<file path="src/rtl/mem_arbiter.sv">
// Two-requester arbiter sharing one memory port between instruction fetch and data access.
// Data normally wins; a saturating starvation counter forces an instruction grant.
module mem_arbiter #(
  parameter int STARVE_LIMIT = 3
) (
  input  logic        clk,
  input  logic        reset,
  input  logic        i_req,
  input  logic [7:0]  i_addr,
  output logic        i_ready,
  output logic [31:0] i_rdata,
  input  logic        d_req,
  input  logic        d_we,
  input  logic [7:0]  d_addr,
  input  logic [31:0] d_wdata,
  output logic        d_ready,
  output logic [31:0] d_rdata,
  output logic        m_req,
  output logic        m_we,
  output logic [7:0]  m_addr,
  output logic [31:0] m_wdata,
  input  logic        m_ack,
  input  logic [31:0] m_rdata
);

  localparam int CW = ($clog2(STARVE_LIMIT + 1) < 2) ? 2 : $clog2(STARVE_LIMIT + 1);
  localparam logic [CW-1:0] LIMIT = CW'(STARVE_LIMIT);

  typedef enum logic [1:0] {
    IDLE,
    BUSY_I,
    BUSY_D,
    RESP
  } state_t;

  state_t        state_q, state_d;
  logic [CW-1:0] starve_q, starve_d;
  logic [7:0]    addr_q, addr_d;
  logic          we_q, we_d;
  logic [31:0]   wdata_q, wdata_d;
  logic          side_i_q, side_i_d;
  logic [31:0]   i_rdata_q, i_rdata_d;
  logic [31:0]   d_rdata_q, d_rdata_d;
  logic          grant_i, grant_d;

  always_ff @(posedge clk) begin
    if (reset) begin
      state_q   <= IDLE;
      starve_q  <= '0;
      addr_q    <= '0;
      we_q      <= 1'b0;
      wdata_q   <= '0;
      side_i_q  <= 1'b0;
      i_rdata_q <= '0;
      d_rdata_q <= '0;
    end else begin
      state_q   <= state_d;
      starve_q  <= starve_d;
      addr_q    <= addr_d;
      we_q      <= we_d;
      wdata_q   <= wdata_d;
      side_i_q  <= side_i_d;
      i_rdata_q <= i_rdata_d;
      d_rdata_q <= d_rdata_d;
    end
  end

  // Instruction only wins when data is absent or the fetch has been starved long enough.
  always_comb begin
    grant_i = i_req && (!d_req || (starve_q == LIMIT));
    grant_d = d_req && !grant_i;
  end

  always_comb begin
    state_d   = state_q;
    starve_d  = starve_q;
    addr_d    = addr_q;
    we_d      = we_q;
    wdata_d   = wdata_q;
    side_i_d  = side_i_q;
    i_rdata_d = i_rdata_q;
    d_rdata_d = d_rdata_q;
    case (state_q)
      IDLE: begin
        if (grant_i) begin
          state_d  = BUSY_I;
          addr_d   = i_addr;
          we_d     = 1'b0;
          side_i_d = 1'b1;
          starve_d = '0;
        end else if (grant_d) begin
          state_d  = BUSY_D;
          addr_d   = d_addr;
          we_d     = d_we;
          wdata_d  = d_wdata;
          side_i_d = 1'b0;
          if (i_req && (starve_q != LIMIT)) begin
            starve_d = starve_q + 1'b1;
          end
        end
      end
      BUSY_I: begin
        if (m_ack) begin
          i_rdata_d = m_rdata;
          state_d   = RESP;
        end
      end
      BUSY_D: begin
        if (m_ack) begin
          if (!we_q) begin
            d_rdata_d = m_rdata;
          end
          state_d = RESP;
        end
      end
      RESP: begin
        state_d = IDLE;
      end
      default: begin
        state_d = IDLE;
      end
    endcase
  end

  // The memory port is driven purely from the latched copy so requester changes cannot leak in.
  always_comb begin
    m_req   = (state_q == BUSY_I) || (state_q == BUSY_D);
    m_we    = (state_q == BUSY_D) && we_q;
    m_addr  = addr_q;
    m_wdata = wdata_q;
    i_ready = (state_q == RESP) && side_i_q;
    d_ready = (state_q == RESP) && !side_i_q;
    i_rdata = i_rdata_q;
    d_rdata = d_rdata_q;
  end

endmodule

</file>
<file path="config.mk">
export PLATFORM = sky130hd
export DESIGN_NAME = mem_arbiter
export DESIGN_NICKNAME = d
export VERILOG_FILES = /design/src/rtl/mem_arbiter.sv
export SDC_FILE = /design/constraint.sdc
export NUM_CORES = 1
export LEC_CHECK = 0
export CORE_UTILIZATION = 35
export DETAILED_ROUTE_END_ITERATION = 8
export DONT_BUFFER_PORTS = 1
export PLACE_DENSITY = 0.51
export SYNTH_ARGS = -nofsm -noshare
export SYNTH_HDL_FRONTEND = slang
export SYNTH_SLANG_ARGS = --single-unit
export TNS_END_PERCENT = 10
</file>
<file path="constraint.sdc">
create_clock -name clk -period 3.1 [get_ports clk]
set_clock_uncertainty 0.2 [all_clocks]
set_input_delay 0.62 -clock clk [delete_from_list [all_inputs] [get_ports clk]]
set_output_delay 0.62 -clock clk [all_outputs]
set_load 0.1 [all_outputs]
</file>
==> results.rst <==
.. list-table::
   :header-rows: 1

   * - Metric
     - Value
   * - Status
     - finished with violations
   * - Violations in the final reports
     - DRC
   * - Setup repair after global routing missed its margin
     - false
   * - Post-placement cell area
     - 0.00431 mm2
   * - Total clock sinks
     - 110
   * - Number of flops mapped to enable cells by yosys
     - 0
   * - Cts repair resizes
     - 0
   * - I/O pin count
     - 194
   * - Number of nets in the final layout
     - 588
   * - Syn. warnings
     - 0
   * - Gr ovfl total
     - 0
   * - Total Neg Setup Slack
     - 0 ps
   * - # H-tree levels
     - 3
   * - FF-to-FF Start
     - starve_q[0]
   * - Termination of the worst setup path
     - m_req
   * - Via Count
     - 3317
   * - Post-layout instance area
     - 0.00463 mm2
   * - Full die area
     - 0.0126 mm2
   * - Share of layout cells above drive strength 1
     - 0.0657
   * - Number of instances in the synthesized netlist
     - 512
   * - Via density
     - 5.14
   * - Buf+Inv Stages, Crit Path
     - 2
   * - Placeable Area
     - 0.0116 mm2
   * - Sequential share of the synthesized area
     - 0.518
   * - Maxcap violations
     - 0
   * - Number of DRC violations after detailed-routing iteration 0
     - 148
   * - Number of antenna violations at the first check in global routing
     - 0
   * - Layout filler cell count
     - 1211
   * - Number of non-filler instances in the completed layout
     - 645
   * - Worst reg2reg path endpoint
     - m_wdata[14]
   * - Ratio of final minimum period to clock period
     - 0.716
   * - DRC violations left
     - 12
   * - Routability Congestion
     - 0.736
   * - Most area-hungry cell type in the Yosys netlist
     - dfxtp_1
   * - Peak per-stage delay on the critical path
     - 380 ps
   * - FF+latch count, synth
     - 110
   * - CP startpoint
     - state_q[1]
   * - Cell-by-cell trace of the critical path
     - inv_1, ha_1, buf_4
   * - Area growth from synthesis to layout
     - 8.89%
   * - Worst Path Arrival
     - 1400 ps
   * - Worst-path cell with the longest stage delay
     - dfxtp_1
   * - Final setup violation count
     - 0
   * - Flop2flop setup slack
     - 960 ps
   * - Overall routing resource usage
     - 0.165
   * - Maximum root-to-sink buffer count
     - 2
   * - Initial core utilization
     - 0.366
   * - Number of buffers inserted to repair setup after CTS
     - 0
   * - Hold violation count in the final report
     - 0
   * - Async SR Flop Fraction
     - 0
   * - Net Count, Synth
     - 603
   * - Share of the synthesized area in the top cell type
     - 0.518
   * - DIE HEIGHT
     - 112 um
   * - Average size of a mapped cell
     - 8.30 um2
   * - Required time worst endpoint
     - 2280 ps
   * - Post-synth top flop
     - dfxtp_1
   * - Clock tree root driver cell
     - clkbuf_16
   * - Routed length per instance
     - 16.0 um
   * - Worst Setup Path Type
     - flop to output port
   * - Cell count along the critical path
     - 3
   * - Later-pin clock latency in the skew report
     - 350 ps
   * - Clock Pin Slew Worst Setup and Hold Paths
     - 70 ps
   * - DPL Wire Length
     - 6860 um
   * - Slew Viols, Final
     - 0
   * - First-pass GRT wire length
     - 16400 um
   * - Largest net degree at the start of global routing
     - 71
   * - Worst slew margin relative to its limit
     - 0.319
   * - Maximum achievable frequency
     - 451 MHz
   * - Slew at the pin closest to its max-slew limit
     - 1020 ps
   * - Largest fanout of any net on the critical path
     - 4
   * - Die Span X
     - 112 um
   * - Total clock buffers created by CTS
     - 9
   * - Areal power density over the cells
     - 1200 mW/mm2
   * - Count of buffers from port buffering
     - 0
   * - Length of the first detailed-routing pass in iterations
     - 9
   * - Worst path top cell family by delay
     - buffers and inverters
   * - Worst reg2reg path depth
     - 5
   * - CP Launch Type
     - flop
   * - Cell with the most instances after synthesis
     - nand2_1
   * - Antenna violation net count after detailed routing
     - 0
   * - Worst vdd ir
     - 0.742 mV
   * - Path type of the worst min-delay path
     - primary input to flop
   * - Core Rows
     - 39
   * - TritonCTS clock tree
     - yes
   * - Post-synth cell types
     - 31
   * - Cell types with the largest area share after synthesis
     - dfxtp_1 52%, nand2_1 18%, a21oi_1 8.8%
   * - Cell area after synthesis
     - 0.00425 mm2
   * - Via count of the first global-routing pass
     - 3275
   * - Final critical delay including setup and external delays
     - 2220 ps
   * - Count of hold buffers inserted by post-cts repair
     - 0
   * - Worst setup EP type
     - output port
   * - Final antenna diode count
     - 0
   * - Leak
     - 1.71 nW
   * - Post-synth top cells
     - 200 x nand2_1, 110 x dfxtp_1, 75 x a21oi_1
   * - Number of placed instances, taps included
     - 629
   * - WL final
     - 10300 um
==> state kept, by name (all words and copies together), names as in the netlist <==
| register | cells |
|---|---|
| d_rdata | 32 |
| state_q | 2 |
| we_q | 1 |
| m_wdata | 32 |
| i_rdata | 32 |
| m_addr | 8 |
| side_i_q | 1 |
| starve_q | 2 |
==> per-layer routing <==
metal / track usage / vias to the layer above / share of wire / wire length (um)
met5: 0 / - / 0 / 0
met4: 0.0862 / 0 / 0.025 / 261
met3: 0.0740 / 23 / 0.13 / 1300
met2: 0.271 / 155 / 0.46 / 4700
met1: 0.180 / 1497 / 0.39 / 4060
li1: - / 1642 / - / -
==> placed cells by master, fill, tap and decap left out, types with 2 or more instances in the layout <==
| cell type | synthesis | final |
|---|---|---|
| a21oi_1 | 75 | 75 |
| a31oi_1 | 8 | 8 |
| and2_1 | 3 | 3 |
| buf_4 | 0 | 12 |
| bufinv_16 | 0 | 2 |
| clkbuf_16 | 0 | 9 |
| clkinv_2 | 0 | 2 |
| dfxtp_1 | 110 | 110 |
| ha_1 | 5 | 5 |
| inv_1 | 5 | 4 |
| inv_6 | 0 | 2 |
| mux2i_1 | 33 | 33 |
| nand2_1 | 200 | 200 |
| nor2_1 | 2 | 2 |
| o21ai_0 | 16 | 16 |
==> per-stage QoR <==
| stage | utilization | hold WS, ps | total power (W) | setup WS, ps |
|---|---|---|---|---|
| 5_1_grt | 0.398 | 127 | 0.00579 | 793 |
| 4_1_cts | 0.398 | 133 | 0.00561 | 843 |
| 6_report | 0.398 | 164 | 0.00555 | 881 |
| 3_5_place_dp | 0.371 | 249 | 0.00436 | 973 |
| 2_1_floorplan | - | 236 | 0.00422 | 423 |
| 3_3_place_gp | 0.371 | 239 | 0.00434 | 1060 |
==> kinds of logic after synthesis <==
family	Yosys count	synth area share
adder cells (fa/ha/maj)	5	0.0147
multiplexers	33	0.0777
flip-flops	110	0.518
AO/OA/AOI/OAI	109	0.140
buffers and inverters	43	0.0548
AND/OR/NAND/NOR	212	0.194
==> worst register-to-register path: stages (launching register included) <==
cell and delay, ps:
dfxtp_1 330, ha_1 230, nand2b_1 340, a21oi_4 220
buf_4 440, mux2i_1 290
==> power by group <==
group	leakage (nW)	switching, W	internal, W
clock	0.156	0.000523	0.000711
combinational	0.652	0.000605	0.000323
sequential	0.897	0.00174	0.00165
total	1.71	0.00287	0.00269
==> area by class of cell <==
type	count	area, um2	share of cell area
Sequential cell	110	2200	0.476
Multi-Input combinational cell	359	1820	0.393
Clock buffer	9	225	0.0487
Tap cell	143	179	0.0387
Clock inverter	7	95.1	0.0206
Timing Repair Buffer	12	90.1	0.0195
Inverter	5	18.8	0.00406
==> how the worst min path moves through the flow <==
stage | start | end | cells after the start
3_5_place_dp | starve_q[1] | starve_q[1] | 2
4_1_cts | reset | starve_q[1] | 1
3_3_place_gp | starve_q[1] | starve_q[1] | 2
5_1_grt | reset | d_rdata[12] | 1
2_1_floorplan | starve_q[1] | starve_q[1] | 2
6_report | reset | i_rdata[28] | 1
Power figures use the tool's default switching activity.
